<file path="src/rtl/key_debounce_pulse.sv">
// Push-button conditioner: per-key synchroniser, debounce FSM and
// registered press / release / auto-repeat step pulses.
module key_debounce_pulse #(
  parameter int NUM_KEYS        = 3,
  parameter int DEBOUNCE_CYCLES = 500000,
  parameter int REPEAT_EN       = 1,
  parameter int REPEAT_DELAY    = 25000000,
  parameter int REPEAT_PERIOD   = 5000000,
  parameter int CNT_W           = 26
) (
  input  logic                clk,
  input  logic                rst,
  input  logic [NUM_KEYS-1:0] key_n,
  output logic [NUM_KEYS-1:0] key_level,
  output logic [NUM_KEYS-1:0] press_pulse,
  output logic [NUM_KEYS-1:0] release_pulse,
  output logic [NUM_KEYS-1:0] step_pulse
);

  localparam logic [CNT_W-1:0] DEB_LAST = CNT_W'(DEBOUNCE_CYCLES - 1);
  localparam logic [CNT_W-1:0] DLY_LAST = CNT_W'(REPEAT_DELAY - 1);
  localparam logic [CNT_W-1:0] PER_LAST = CNT_W'(REPEAT_PERIOD - 1);
  localparam logic [CNT_W-1:0] ONE      = CNT_W'(1);

  typedef enum logic [2:0] {
    IDLE,
    PRESS_WAIT,
    HELD,
    REPEAT,
    REL_WAIT
  } state_t;

  for (genvar i = 0; i < NUM_KEYS; i++) begin : g_key
    logic             s1;
    logic             s2;
    state_t           state;
    logic [CNT_W-1:0] cnt;
    logic             lvl;
    logic             pr;
    logic             rl;
    logic             st;

    always_ff @(posedge clk) begin
      if (rst) begin
        s1    <= 1'b1;
        s2    <= 1'b1;
        state <= IDLE;
        cnt   <= '0;
        lvl   <= 1'b0;
        pr    <= 1'b0;
        rl    <= 1'b0;
        st    <= 1'b0;
      end else begin
        s1 <= key_n[i];
        s2 <= s1;
        pr <= 1'b0;
        rl <= 1'b0;
        st <= 1'b0;
        unique case (state)
          IDLE: begin
            if (!s2) begin
              state <= PRESS_WAIT;
              cnt   <= '0;
            end
          end
          PRESS_WAIT: begin
            if (s2) begin
              state <= IDLE;
              cnt   <= '0;
            end else if (cnt == DEB_LAST) begin
              state <= HELD;
              cnt   <= '0;
              lvl   <= 1'b1;
              pr    <= 1'b1;
              st    <= 1'b1;
            end else begin
              cnt <= cnt + ONE;
            end
          end
          HELD: begin
            if (s2) begin
              state <= REL_WAIT;
              cnt   <= '0;
            end else if (REPEAT_EN == 0) begin
              cnt <= '0;
            end else if (cnt == DLY_LAST) begin
              state <= REPEAT;
              cnt   <= '0;
              st    <= 1'b1;
            end else begin
              cnt <= cnt + ONE;
            end
          end
          REPEAT: begin
            if (s2) begin
              state <= REL_WAIT;
              cnt   <= '0;
            end else if (cnt == PER_LAST) begin
              cnt <= '0;
              st  <= 1'b1;
            end else begin
              cnt <= cnt + ONE;
            end
          end
          REL_WAIT: begin
            // a low sample here restarts the repeat delay from scratch
            if (!s2) begin
              state <= HELD;
              cnt   <= '0;
            end else if (cnt == DEB_LAST) begin
              state <= IDLE;
              cnt   <= '0;
              lvl   <= 1'b0;
              rl    <= 1'b1;
            end else begin
              cnt <= cnt + ONE;
            end
          end
          default: begin
            state <= IDLE;
            cnt   <= '0;
          end
        endcase
      end
    end

    assign key_level[i]     = lvl;
    assign press_pulse[i]   = pr;
    assign release_pulse[i] = rl;
    assign step_pulse[i]    = st;
  end

endmodule

</file>
<file path="config.mk">
export PLATFORM = sky130hd
export DESIGN_NAME = key_debounce_pulse
export DESIGN_NICKNAME = d
export VERILOG_FILES = /design/src/rtl/key_debounce_pulse.sv
export SDC_FILE = /design/constraint.sdc
export NUM_CORES = 1
export LEC_CHECK = 0
export ABC_CLOCK_PERIOD_IN_PS = 7800
export CAP_MARGIN = 15
export CORE_ASPECT_RATIO = 1.75
export CORE_UTILIZATION = 50
export CTS_BUF_LIST = sky130_fd_sc_hd__clkbuf_8
export CTS_CLUSTER_DIAMETER = 200
export CTS_CLUSTER_SIZE = 16
export DETAILED_ROUTE_END_ITERATION = 16
export DONT_BUFFER_PORTS = 1
export PLACE_DENSITY_LB_ADDON = 0.1
export SLEW_MARGIN = 0
export SYNTH_ARGS = -nofsm -noshare
export SYNTH_HDL_FRONTEND = slang
export SYNTH_SLANG_ARGS = --single-unit
</file>
<file path="constraint.sdc">
create_clock -name clk -period 7.8 [get_ports clk]
set_clock_uncertainty 0.1 [all_clocks]
set_input_delay 1.17 -clock clk [delete_from_list [all_inputs] [get_ports clk]]
set_output_delay 1.17 -clock clk [all_outputs]
set_load 0.005 [all_outputs]
</file>
# ---- After elaboration in Yosys (flattened, before gate mapping)
# Cells that the tools add are included.
dict set report word_totals {
  word_cells 192
  register_bits 105
  in_bits 5
}
dict set report op_classes {
  n_eq_ne 48
  n_bitwise 9
  mux 90
  n_addsub 3
  n_reduce_logical 18
}
# operator n
set op_table {}
lappend op_table {{26-bit two-way mux} 24}
lappend op_table {{26-bit one-hot mux with 5 select lines} 3}
lappend op_table {{26-bit by 1-bit adder with 26-bit output (second input constant)} 3}
lappend op_table {{26-bit by 19-bit equality test with 1-bit output (second input constant)} 3}
lappend op_table {{26-bit by 23-bit equality test with 1-bit output (second input constant)} 3}
lappend op_table {{26-bit by 25-bit equality test with 1-bit output (second input constant)} 3}
lappend op_table {{3-bit two-way mux} 24}
lappend op_table {{3-bit one-hot mux with 5 select lines} 3}
lappend op_table {{2-bit != test (second input constant)} 18}
lappend op_table {{1-bit two-way mux} 30}
lappend op_table {{5-bit AND reduction} 6}
lappend op_table {{3-bit != test (second input constant)} 9}
lappend op_table {{3-bit by 2-bit equality test with 1-bit output (second input constant)} 6}
lappend op_table {{3-bit by 1-bit equality test with 1-bit output (second input constant)} 3}
lappend op_table {{3-bit equality test (second input constant)} 3}
lappend op_table {{3-bit zero test} 3}
lappend op_table {{1-bit inverter} 9}
lappend op_table {{1-bit one-hot mux with 3 select lines} 3}
lappend op_table {{3-bit OR reduction} 3}
lappend op_table {{1-bit one-hot mux with 2 select lines} 3}
lappend op_table {{2-bit nonzero test} 3}
lappend op_table {{2-bit OR reduction} 3}

# ---- Logic depth before layout (Yosys ltp)
# Gate-level depths: netlist of the first run.
dict set report logic_depth {
  depth_word 4
  mapped_depth 11
  ltp_nobuf 8
}

# ---- Least setup slack after synthesis of the first run
# OpenSTA, ideal clock, no wires.
dict set report synth_timing {
  path_type {register to register}
  from {reg g_key[1].cnt[23]}
  to {reg g_key[1].cnt[11]}
  n_path_buf 2
  t_arrival_ps 2454
  path_stages_with_launch 10
  setup_time_ps 122
  slack_ps 5124
  cell_sequence {dfxtp_1 > or4_4 > nand4b_4 > or3_1 > buf_6 > a221oi_4 > nor3_2 > buf_6 > and3_1 > a221o_1}
}
dict set report synth_via {
  elab_chain_cells 4
  word_cells_on_any_way 11
  classes_between {3 x eq/ne; 8 x mux}
}
# element line_no
set synth_lines {}
lappend synth_lines {{start: declaration} 37} ;# logic [CNT_W-1:0] cnt;
lappend synth_lines {{start signal: assignment} 77} ;# cnt <= cnt + ONE;
lappend synth_lines {{start signal: assignment} 91} ;# cnt <= cnt + ONE;
lappend synth_lines {{start signal: assignment} 102} ;# cnt <= cnt + ONE;
lappend synth_lines {{26-bit by 19-bit equality test with 1-bit output (tied with other cells)} {70, 110}}
lappend synth_lines {{26-bit two-way mux, on equally long branches (2 in a row)} -}
lappend synth_lines {{26-bit one-hot mux with 5 select lines (*)} 59} ;# unique case (state)
# Every way passes the cells marked *; elsewhere a longest branch is shown, timed or not.
# A chain may end at the register's enable or synchronous reset.

# ---- Worst setup path after layout of the first run
dict set report layout_timing {
  from {reg g_key[2].cnt[0]}
  to {reg g_key[2].cnt[22]}
}
dict set report layout_via {
  elab_chain_cells 4
  word_cells_on_any_way 12
  classes_between {1 x add/sub; 3 x eq/ne; 8 x mux}
}
# element line_no
set layout_lines {}
lappend layout_lines {{start: declaration} 37}
lappend layout_lines {{start signal: assignment} 77}
lappend layout_lines {{start signal: assignment} 91}
lappend layout_lines {{start signal: assignment} 102}
lappend layout_lines {{26-bit by 1-bit adder with 26-bit output (tied with other cells)} -}
lappend layout_lines {{26-bit two-way mux, on equally long branches (2 in a row)} -}
lappend layout_lines {{26-bit one-hot mux with 5 select lines (*)} 59}
# Marks and branches as above.

==> results of run 1 <==
power by group through the flow:
stage	clock, mW	sequential [mW]	combinational, mW
final	0.317	0.542	0.0254
after detailed placement	0	0.554	0.0257
after CTS	0.325	0.542	0.0257
after floorplan	0	0.552	0.0238
after global placement	0	0.554	0.0250
after global routing	0.349	0.542	0.0284
logic make-up (layout without fill, tap and decap cells):
family,Yosys count,after routing,share of synthesized area (%)
AOI/OAI and AO/OA,135,135,16.3
DFF,105,105,37.2
xor gates and xnor gates,12,12,1.86
buffers and inverters,70,41,5.95
adders and majority gates,3,3,0.664
muxes,9,9,1.64
and+or+nand+nor,388,388,36.4
registers in the layout (all words and copies together) (netlist names):
| register | count |
|---|---|
| g_key.s2 | 3 |
| g_key.rl | 3 |
| g_key.state | 9 |
| g_key.lvl | 3 |
| g_key.s1 | 3 |
| g_key.cnt | 78 |
| g_key.st | 3 |
| g_key.pr | 3 |
synth_stat cells (all sizes together), types with 2 or more instances:
library cell | instances | area (µm²)
or3 | 18 | 113
a2bb2oi | 2 | 17.5
a211oi | 2 | 15.0
xnor2 | 6 | 52.6
nand4b | 7 | 76.3
a21o | 7 | 52.6
nand2 | 93 | 349
mux2 | 2 | 22.5
and4 | 6 | 52.6
nand3 | 71 | 355
nor4b | 7 | 61.3
a22o | 8 | 70.1
a21oi | 26 | 130
ha | 3 | 37.5
nand4 | 22 | 138
and3 | 26 | 163
buf | 20 | 149
o21ai | 43 | 215
nor2 | 50 | 188
nand2b | 6 | 37.5
nand3b | 5 | 37.5
or2 | 8 | 50.1
clkbuf | 27 | 101
a31oi | 4 | 25.0
nor3b | 9 | 67.6
and2 | 9 | 56.3
or4 | 5 | 41.3
dfxtp | 105 | 2100
nor4 | 19 | 119
a221o | 5 | 50.1
mux2i | 7 | 70.1
inv | 23 | 86.3
o21a | 3 | 22.5
o311ai | 23 | 201
nor3 | 21 | 110
xor2 | 6 | 52.6
nor2b | 4 | 25.0
routing by layer:
layer	part of all wire, %	vias up	global-route usage, %
met5	0	-	0
met4	3.7	0	13.8
met3	3.8	48	3.96
met2	53	139	43.7
met1	39	2458	26.8
li1	-	2573	-
stage by stage:
stage / utilization [%] / hold WS [ns] / std cells / instance area [µm²]
after global placement: 50.7 / 0.293 / 810 / 5590
after global routing: 52.2 / 0.328 / 825 / 5770
after CTS: 52.2 / 0.321 / 825 / 5770
final: 52.2 / 0.316 / 825 / 5770
after detailed placement: 50.7 / 0.296 / 810 / 5590
after floorplan: - / 0.289 / 722 / 5650
worst min path at each step:
stage                start          end  slack [ns]  depth (start not counted)
6_report       g_key[0].s1  g_key[0].s2        0.32                          1
5_1_grt        g_key[0].s1  g_key[0].s2        0.33                          1
4_1_cts        g_key[0].s1  g_key[0].s2        0.32                          1
3_5_place_dp   g_key[2].s1  g_key[2].s2        0.30                          1
3_3_place_gp   g_key[1].s1  g_key[1].s2        0.29                          1
2_1_floorplan  g_key[0].s1  g_key[0].s2        0.29                          1
cell type report:
class	instances	area, µm²
clock buffers	9	124
clock inverters	6	48.8
fillers	1059	5270
inverters	23	86.3
multi-input cells	547	3220
flip-flops and latches	105	2100
well taps	132	165
repair buffers	3	22.5
==> results.json, run 1 <==
{
  "status": "completed",
  "crit_family": "compound AO/OA/AOI/OAI gates",
  "avgSynthCellArea_um2": 7.83,
  "reg2reg_depth": 8,
  "clk_path_buf_depth": 2,
  "finalSetupTns_ns": 0,
  "fin_nets": 697,
  "die-area_mm2": 0.0118,
  "finalPower_mw": 0.884,
  "dominantRegCellSynth": "dfxtp_1",
  "cts_setup_buffers": 0,
  "p_clk_share_pct": 35.9,
  "endpoint_kind": "flip-flop",
  "first_pass_iters": 5,
  "power_switching_mw": 0.219,
  "pwr-share-seq_pct": 61.2,
  "slew_headroom_pct": 36.7,
  "cp_slowest_cell": "nor4_1",
  "grt_pass1_vias": 4853,
  "p_leak_nw": 1.85,
  "clk_pin_slew_worst_paths_ns": 0.11,
  "final_cell_mix": "105 x dfxtp_1, 93 x nand2_1, 71 x nand3_1",
  "die_h_um": 143,
  "antenna_left": 0,
  "syn_area_mm2": 0.00565,
  "clk_latency_ns": 0.38,
  "routed_wl_mm": 13.8,
  "start_util_pct": 51.2,
  "antenna_found_initial": 0,
  "drc": 0,
  "cp-endpoint": "g_key[2].cnt[22]",
  "clock-sinks": 105,
  "cts_made_buffers": 9,
  "overflow": 0,
  "ys_seq_area_share_pct": 37.2,
  "max-vdd-ir-drop_mv": 0.0834,
  "drive_gt1_share_pct": 4.91,
  "finalCriticalPeriod_ns": 3.11,
  "cts_hold_buf": 0,
  "synthDistinctLibCells": 56,
  "switching_share_pct": 24.7,
  "rrSetupSlack_ns": 4.69,
  "path_class": "reg -> reg",
  "synth_seq_cells": 105,
  "synth_edf_count": 0,
  "rsz0062_at_grt": "no",
  "setup_viol": 0,
  "crit_fanout": 21,
  "routedWlPerCell_um": 16.7,
  "path_cells": "ha_1 > and4_1 > nand4_1 > nor4_1 > o2bb2ai_1 > o21a_1 > o211a_1 > a211o_1",
  "timing.fmax_mhz": 322,
  "fin_ws_ns": 4.69,
  "combPwrFrac_pct": 2.9,
  "hp-class": "reg -> reg",
  "grt_max_degree": 31,
  "place_ws_ns": 4.70,
  "row_count": 51,
  "tritoncts": "yes",
  "htreeDepth": 3,
  "tightest_slew_ns": 0.949,
  "maxCapViolations": 0,
  "clockRootBuffer": "clkbuf_8",
  "synth_nets": 730,
  "port_buffers": 0,
  "routed_via_density": 6.32,
  "drv_slew": 0,
  "area.growth.synth_to_final_pct": 1.99,
  "grt_pass1_wl_mm": 22.5,
  "hold_viol": 0,
  "rr_endpoint": "g_key[2].cnt[22]",
  "crit_path_start_kind": "flip-flop",
  "r2r-start": "g_key[2].cnt[0]",
  "crit_arrival_ns": 3.29,
  "crit_cells": 8,
  "synth_warnings": 0,
  "track_usage_pct": 24.6,
  "layout_commonest_cell": "dfxtp_1",
  "post_cts_resized": 0,
  "async_flop_share_pct": 0,
  "startpoint": "g_key[2].cnt[0]",
  "antenna_cells": 0,
  "io_pins": 17,
  "dp.final_hpwl_mm": 9.97,
  "power.internal_mw": 0.666,
  "fin_crit_sh_pct": 39.9,
  "first_iter_violations": 282,
  "dieWidth_um": 82.4,
  "gp_congestion": 0.924,
  "worst-path-buf-inv": 0,
  "max_stage_delay_ns": 0.57,
  "core_area_mm2": 0.0110,
  "vias": 5218,
  "required_ns": 7.98,
  "synthCells": 722,
  "p_per_area_mw_per_mm2": 153
}
Note: power is estimated with default switching activity, not from simulation.
==> run 2: changes to the inputs <==
ABC_CLOCK_PERIOD_IN_PS = 3250   (was 7800)
clock period = 3.25 ns   (was 7.8 ns; I/O delays follow)
==> run 2 against run 1 <==
Sequential cell count stayed put. Largest power group unchanged. Final cell count is 1.6% higher. Critical endpoint is now g_key[2].cnt[14]. Global-route usage is 0.16 points higher. Register-to-register slack worse by 4.4 ns. Largest cell class unchanged. Critical path depth stayed put. Maximum frequency is 4.3% higher. Worst setup slack worse by 4.4 ns. Highest routed layer unchanged. Worst hold slack worse by 0.25 ns.
==> results.json, run 2 (synthesis gave the netlist of run 1 again) <==
{
  "required_ns": 3.40,
  "dieWidth_um": 82.4,
  "cts_setup_buffers": 0,
  "largestRegisters": "g_key.cnt (78), g_key.state (9)",
  "crit_fanout": 11,
  "routedWlPerCell_um": 16.7,
  "cts_hold_buf": 0,
  "io_pins": 17,
  "maxCapViolations": 0,
  "dp.final_hpwl_mm": 10.1,
  "largest_reg_flops": 78,
  "largest_register": "g_key.cnt",
  "fin_crit_sh_pct": 91.7,
  "post_cts_resized": 0,
  "path_class": "reg -> reg",
  "combPwrFrac_pct": 2.8,
  "grt_pass1_wl_mm": 22.6,
  "layout_commonest_cell": "dfxtp_1",
  "first_iter_violations": 264,
  "nFillCells": 1065,
  "utilization_pct": 53.7,
  "final_cell_count_no_fill": 838,
  "p_per_area_mw_per_mm2": 381,
  "clock-sinks": 105,
  "crit_arrival_ns": 3.13,
  "p_leak_nw": 1.94,
  "hold_ws_ns": 0.0681,
  "routed_via_density": 6.24,
  "clk_path_buf_depth": 2,
  "grt_pass1_vias": 4881,
  "port_buffers": 0,
  "drive_gt1_share_pct": 6.66,
  "max-vdd-ir-drop_mv": 0.192,
  "gp_congestion": 0.934,
  "timing.fmax_mhz": 336,
  "rsz0062_at_grt": "no",
  "overflow": 0,
  "switching_share_pct": 24.2,
  "vias": 5233,
  "finalSetupTns_ns": 0,
  "tritoncts": "yes",
  "die-area_mm2": 0.0118,
  "setup_viol": 0,
  "pwr-share-seq_pct": 57.6,
  "final_cell_mix": "105 x dfxtp_1, 93 x nand2_1, 71 x nand3_1",
  "drc": 0,
  "core_area_mm2": 0.0110,
  "crit_path_start_kind": "flip-flop",
  "first_pass_iters": 4,
  "row_count": 51,
  "antenna_left": 0,
  "antenna_cells": 0,
  "power_switching_mw": 0.547,
  "clk_latency_ns": 0.38,
  "track_usage_pct": 24.8,
  "slew_headroom_pct": 39.0,
  "clk_pin_slew_worst_paths_ns": 0.12,
  "antenna_found_initial": 0,
  "finalPower_mw": 2.25,
  "start_util_pct": 51.2,
  "status": "completed",
  "p_clk_share_pct": 39.5,
  "tightest_slew_ns": 0.912,
  "fin_nets": 709,
  "grt_max_degree": 31,
  "power.internal_mw": 1.71,
  "drv_slew": 0,
  "place_inst": 821,
  "cts_made_buffers": 9,
  "htreeDepth": 3,
  "die_h_um": 143,
  "endpoint_kind": "flip-flop",
  "finalCriticalPeriod_ns": 2.98,
  "hp-class": "in -> reg",
  "routed_wl_mm": 14.0,
  "hold_viol": 0,
  "area.growth.synth_to_final_pct": 4.78,
  "clockRootBuffer": "clkbuf_8"
}
[run 2: per-stage QoR]
step	worst slack, ns	area (µm²)
finish	0.270	5920
global route	0.130	5920
CTS	0.139	5910
detailed placement	0.148	5690
global placement	0.242	5690
floorplan	0.574	5650
[run 2: worst paths after layout]
kind | endpoint | slack (ns) | cells after the start | startpoint
min | g_key[0].cnt[20] | 0.07 | 1 | rst
max | g_key[2].cnt[14] | 0.27 | 8 | g_key[2].cnt[10]
max reg2reg | g_key[2].cnt[14] | 0.27 | 8 | g_key[2].cnt[10]
min reg2reg | g_key[1].s2 | 0.32 | 1 | g_key[1].s1
[run 2: power groups by stage]
stage / Clock, mW / Combinational (mW) / Sequential (mW)
after global routing: 0.956 / 0.0705 / 1.30
after global placement: 0 / 0.0617 / 1.33
after floorplan: 0 / 0.0570 / 1.32
final: 0.891 / 0.0639 / 1.30
after detailed placement: 0 / 0.0638 / 1.33
after CTS: 0.910 / 0.0640 / 1.30
[run 2: layout make-up]
class	count	area [µm²]	share of cell area [%]
multi-input cells	547	3220	54.4
clock buffers	10	138	2.32
repair buffers	15	129	2.18
clock inverters	6	82.6	1.39
flip-flops and latches	105	2100	35.5
well taps	132	165	2.79
inverters	23	86.3	1.46
[run 2: critical path, cell delays in order (launching register included)]
cell       delay (ns)
dfxtp_1          0.41
nor4_1           0.62
nand4_1          0.25
nor4_2           0.47
o2bb2ai_1        0.17
o21a_1           0.37
buf_4            0.25
nand3_1          0.09
o311ai_0         0.13
[run 2: routing by layer]
metal / GRT usage, % / wire (µm)
met1: 26.1 / 5610
met2: 46.2 / 7590
met3: 4.03 / 432
met4: 11.2 / 404
met5: 0 / 0
==> run 3: changes to the inputs <==
ABC_CLOCK_PERIOD_IN_PS = 3700   (was 3250)
clock period = 3.7 ns   (was 3.25 ns; I/O delays follow)
==> run 3 against run 2 <==
Power fell by 9.9%. Utilization fell by 0.58 points. Clock power fell by 6.3%. Non-clock buffer count fell by 8. Sequential share of layout area rose by 0.39 points. Critical path type unchanged.
==> results.json, run 3 (synthesis gave the netlist of run 1 again) <==
{
  "status": "completed",
  "largest_reg_flops": 78,
  "core_area_mm2": 0.0110,
  "maxCapViolations": 0,
  "antenna_cells": 0,
  "required_ns": 3.84,
  "finalSetupTns_ns": 0,
  "max-vdd-ir-drop_mv": 0.231,
  "timing.fmax_mhz": 295,
  "hold_viol": 0,
  "final_cell_mix": "105 x dfxtp_1, 93 x nand2_1, 71 x nand3_1",
  "largestRegisters": "g_key.cnt (78), g_key.state (9)",
  "crit_fanout": 15,
  "routed_wl_mm": 13.9,
  "rrSetupSlack_ns": 0.31,
  "setup_viol": 0,
  "start_util_pct": 51.2,
  "grt_max_degree": 31,
  "finalCriticalPeriod_ns": 3.39,
  "clk_latency_ns": 0.39,
  "drc": 0,
  "gp_congestion": 0.928,
  "rsz0062_at_grt": "no",
  "slew_headroom_pct": 34.4,
  "cts_hold_buf": 0,
  "endpoint_kind": "flip-flop",
  "io_pins": 17,
  "clock-sinks": 105,
  "layout_commonest_cell": "dfxtp_1",
  "fin_nets": 701,
  "die_h_um": 143,
  "drive_gt1_share_pct": 5.59,
  "drv_slew": 0,
  "fin_area_mm2": 0.00586,
  "row_count": 51,
  "antenna_found_initial": 0,
  "tightest_slew_ns": 0.983,
  "port_buffers": 0,
  "p_per_area_mw_per_mm2": 346,
  "cts_setup_buffers": 0,
  "first_pass_iters": 4,
  "overflow": 0,
  "cts_made_buffers": 9,
  "routedWlPerCell_um": 16.8,
  "path_class": "reg -> reg",
  "clockRootBuffer": "clkbuf_8",
  "area.growth.synth_to_final_pct": 3.65,
  "routed_via_density": 6.34,
  "crit_arrival_ns": 3.53,
  "hold_ws_ns": 0.135,
  "first_iter_violations": 298,
  "tritoncts": "yes",
  "grt_pass1_wl_mm": 22.8,
  "clk_pin_slew_worst_paths_ns": 0.11,
  "p_leak_nw": 1.89,
  "die-area_mm2": 0.0118,
  "track_usage_pct": 24.9,
  "grt_pass1_vias": 4887,
  "crit_path_start_kind": "flip-flop",
  "dieWidth_um": 82.4,
  "dpl-instance-area_mm2": 0.00562,
  "post_cts_resized": 0,
  "clk_path_buf_depth": 2,
  "dp.final_hpwl_mm": 10.2,
  "largest_register": "g_key.cnt",
  "antenna_left": 0,
  "vias": 5260,
  "hp-class": "in -> reg",
  "htreeDepth": 3,
  "fin_crit_sh_pct": 91.7
}
-- run 3: where the power goes --
part	internal (mW)	switching [mW]	leakage, nW
Clock	0.395	0.440	0.115
Combinational	0.0168	0.0373	0.932
Sequential	1.14	0.00663	0.847
Total	1.55	0.483	1.89
-- run 3: metrics by stage --
stage	power (mW)	std cells	setup slack, ns	utilization, %
after floorplan	1.21	722	1.02	-
after detailed placement	1.22	814	0.402	50.9
after global placement	1.22	814	0.558	50.9
final	2.03	830	0.308	53.1
after global routing	2.10	830	0.0902	53.1
after CTS	2.05	830	0.391	53.1
-- run 3: path summary, 6_finish.rpt --
kind	startpoint	end	cells after the start
max reg2reg	g_key[2].cnt[10]	g_key[2].cnt[9]	8
min	rst	g_key[0].lvl	1
min reg2reg	g_key[1].s1	g_key[1].s2	1
max	g_key[2].cnt[10]	g_key[2].cnt[9]	8
-- run 3: final cells by class --
class | count | area (µm²)
multi-input combinational | 547 | 3220
clock buffer | 9 | 124
tap | 132 | 165
fill | 1116 | 5180
clock inverter | 7 | 113
inverter | 23 | 86.3
timing repair buffer | 7 | 52.6
sequential | 105 | 2100
-- run 3: per-layer routing --
layer / routed length, µm / track usage, % / vias to the layer above
li1: - / - / 2603
met1: 5620 / 26.5 / 2541
met2: 7570 / 45.5 / 89
met3: 311 / 4.28 / 27
met4: 413 / 12.4 / 0
met5: 0 / 0 / -
-- run 3: critical path: stages, from the launching register on --
cell and delay [ns]:
dfxtp_1 0.40, nor4_1 0.58, nand4_1 0.22, nor4_1 0.80, o2bb2ai_1 0.24, o21a_1 0.44
buf_4 0.27, nand3_1 0.08, o311ai_0 0.14
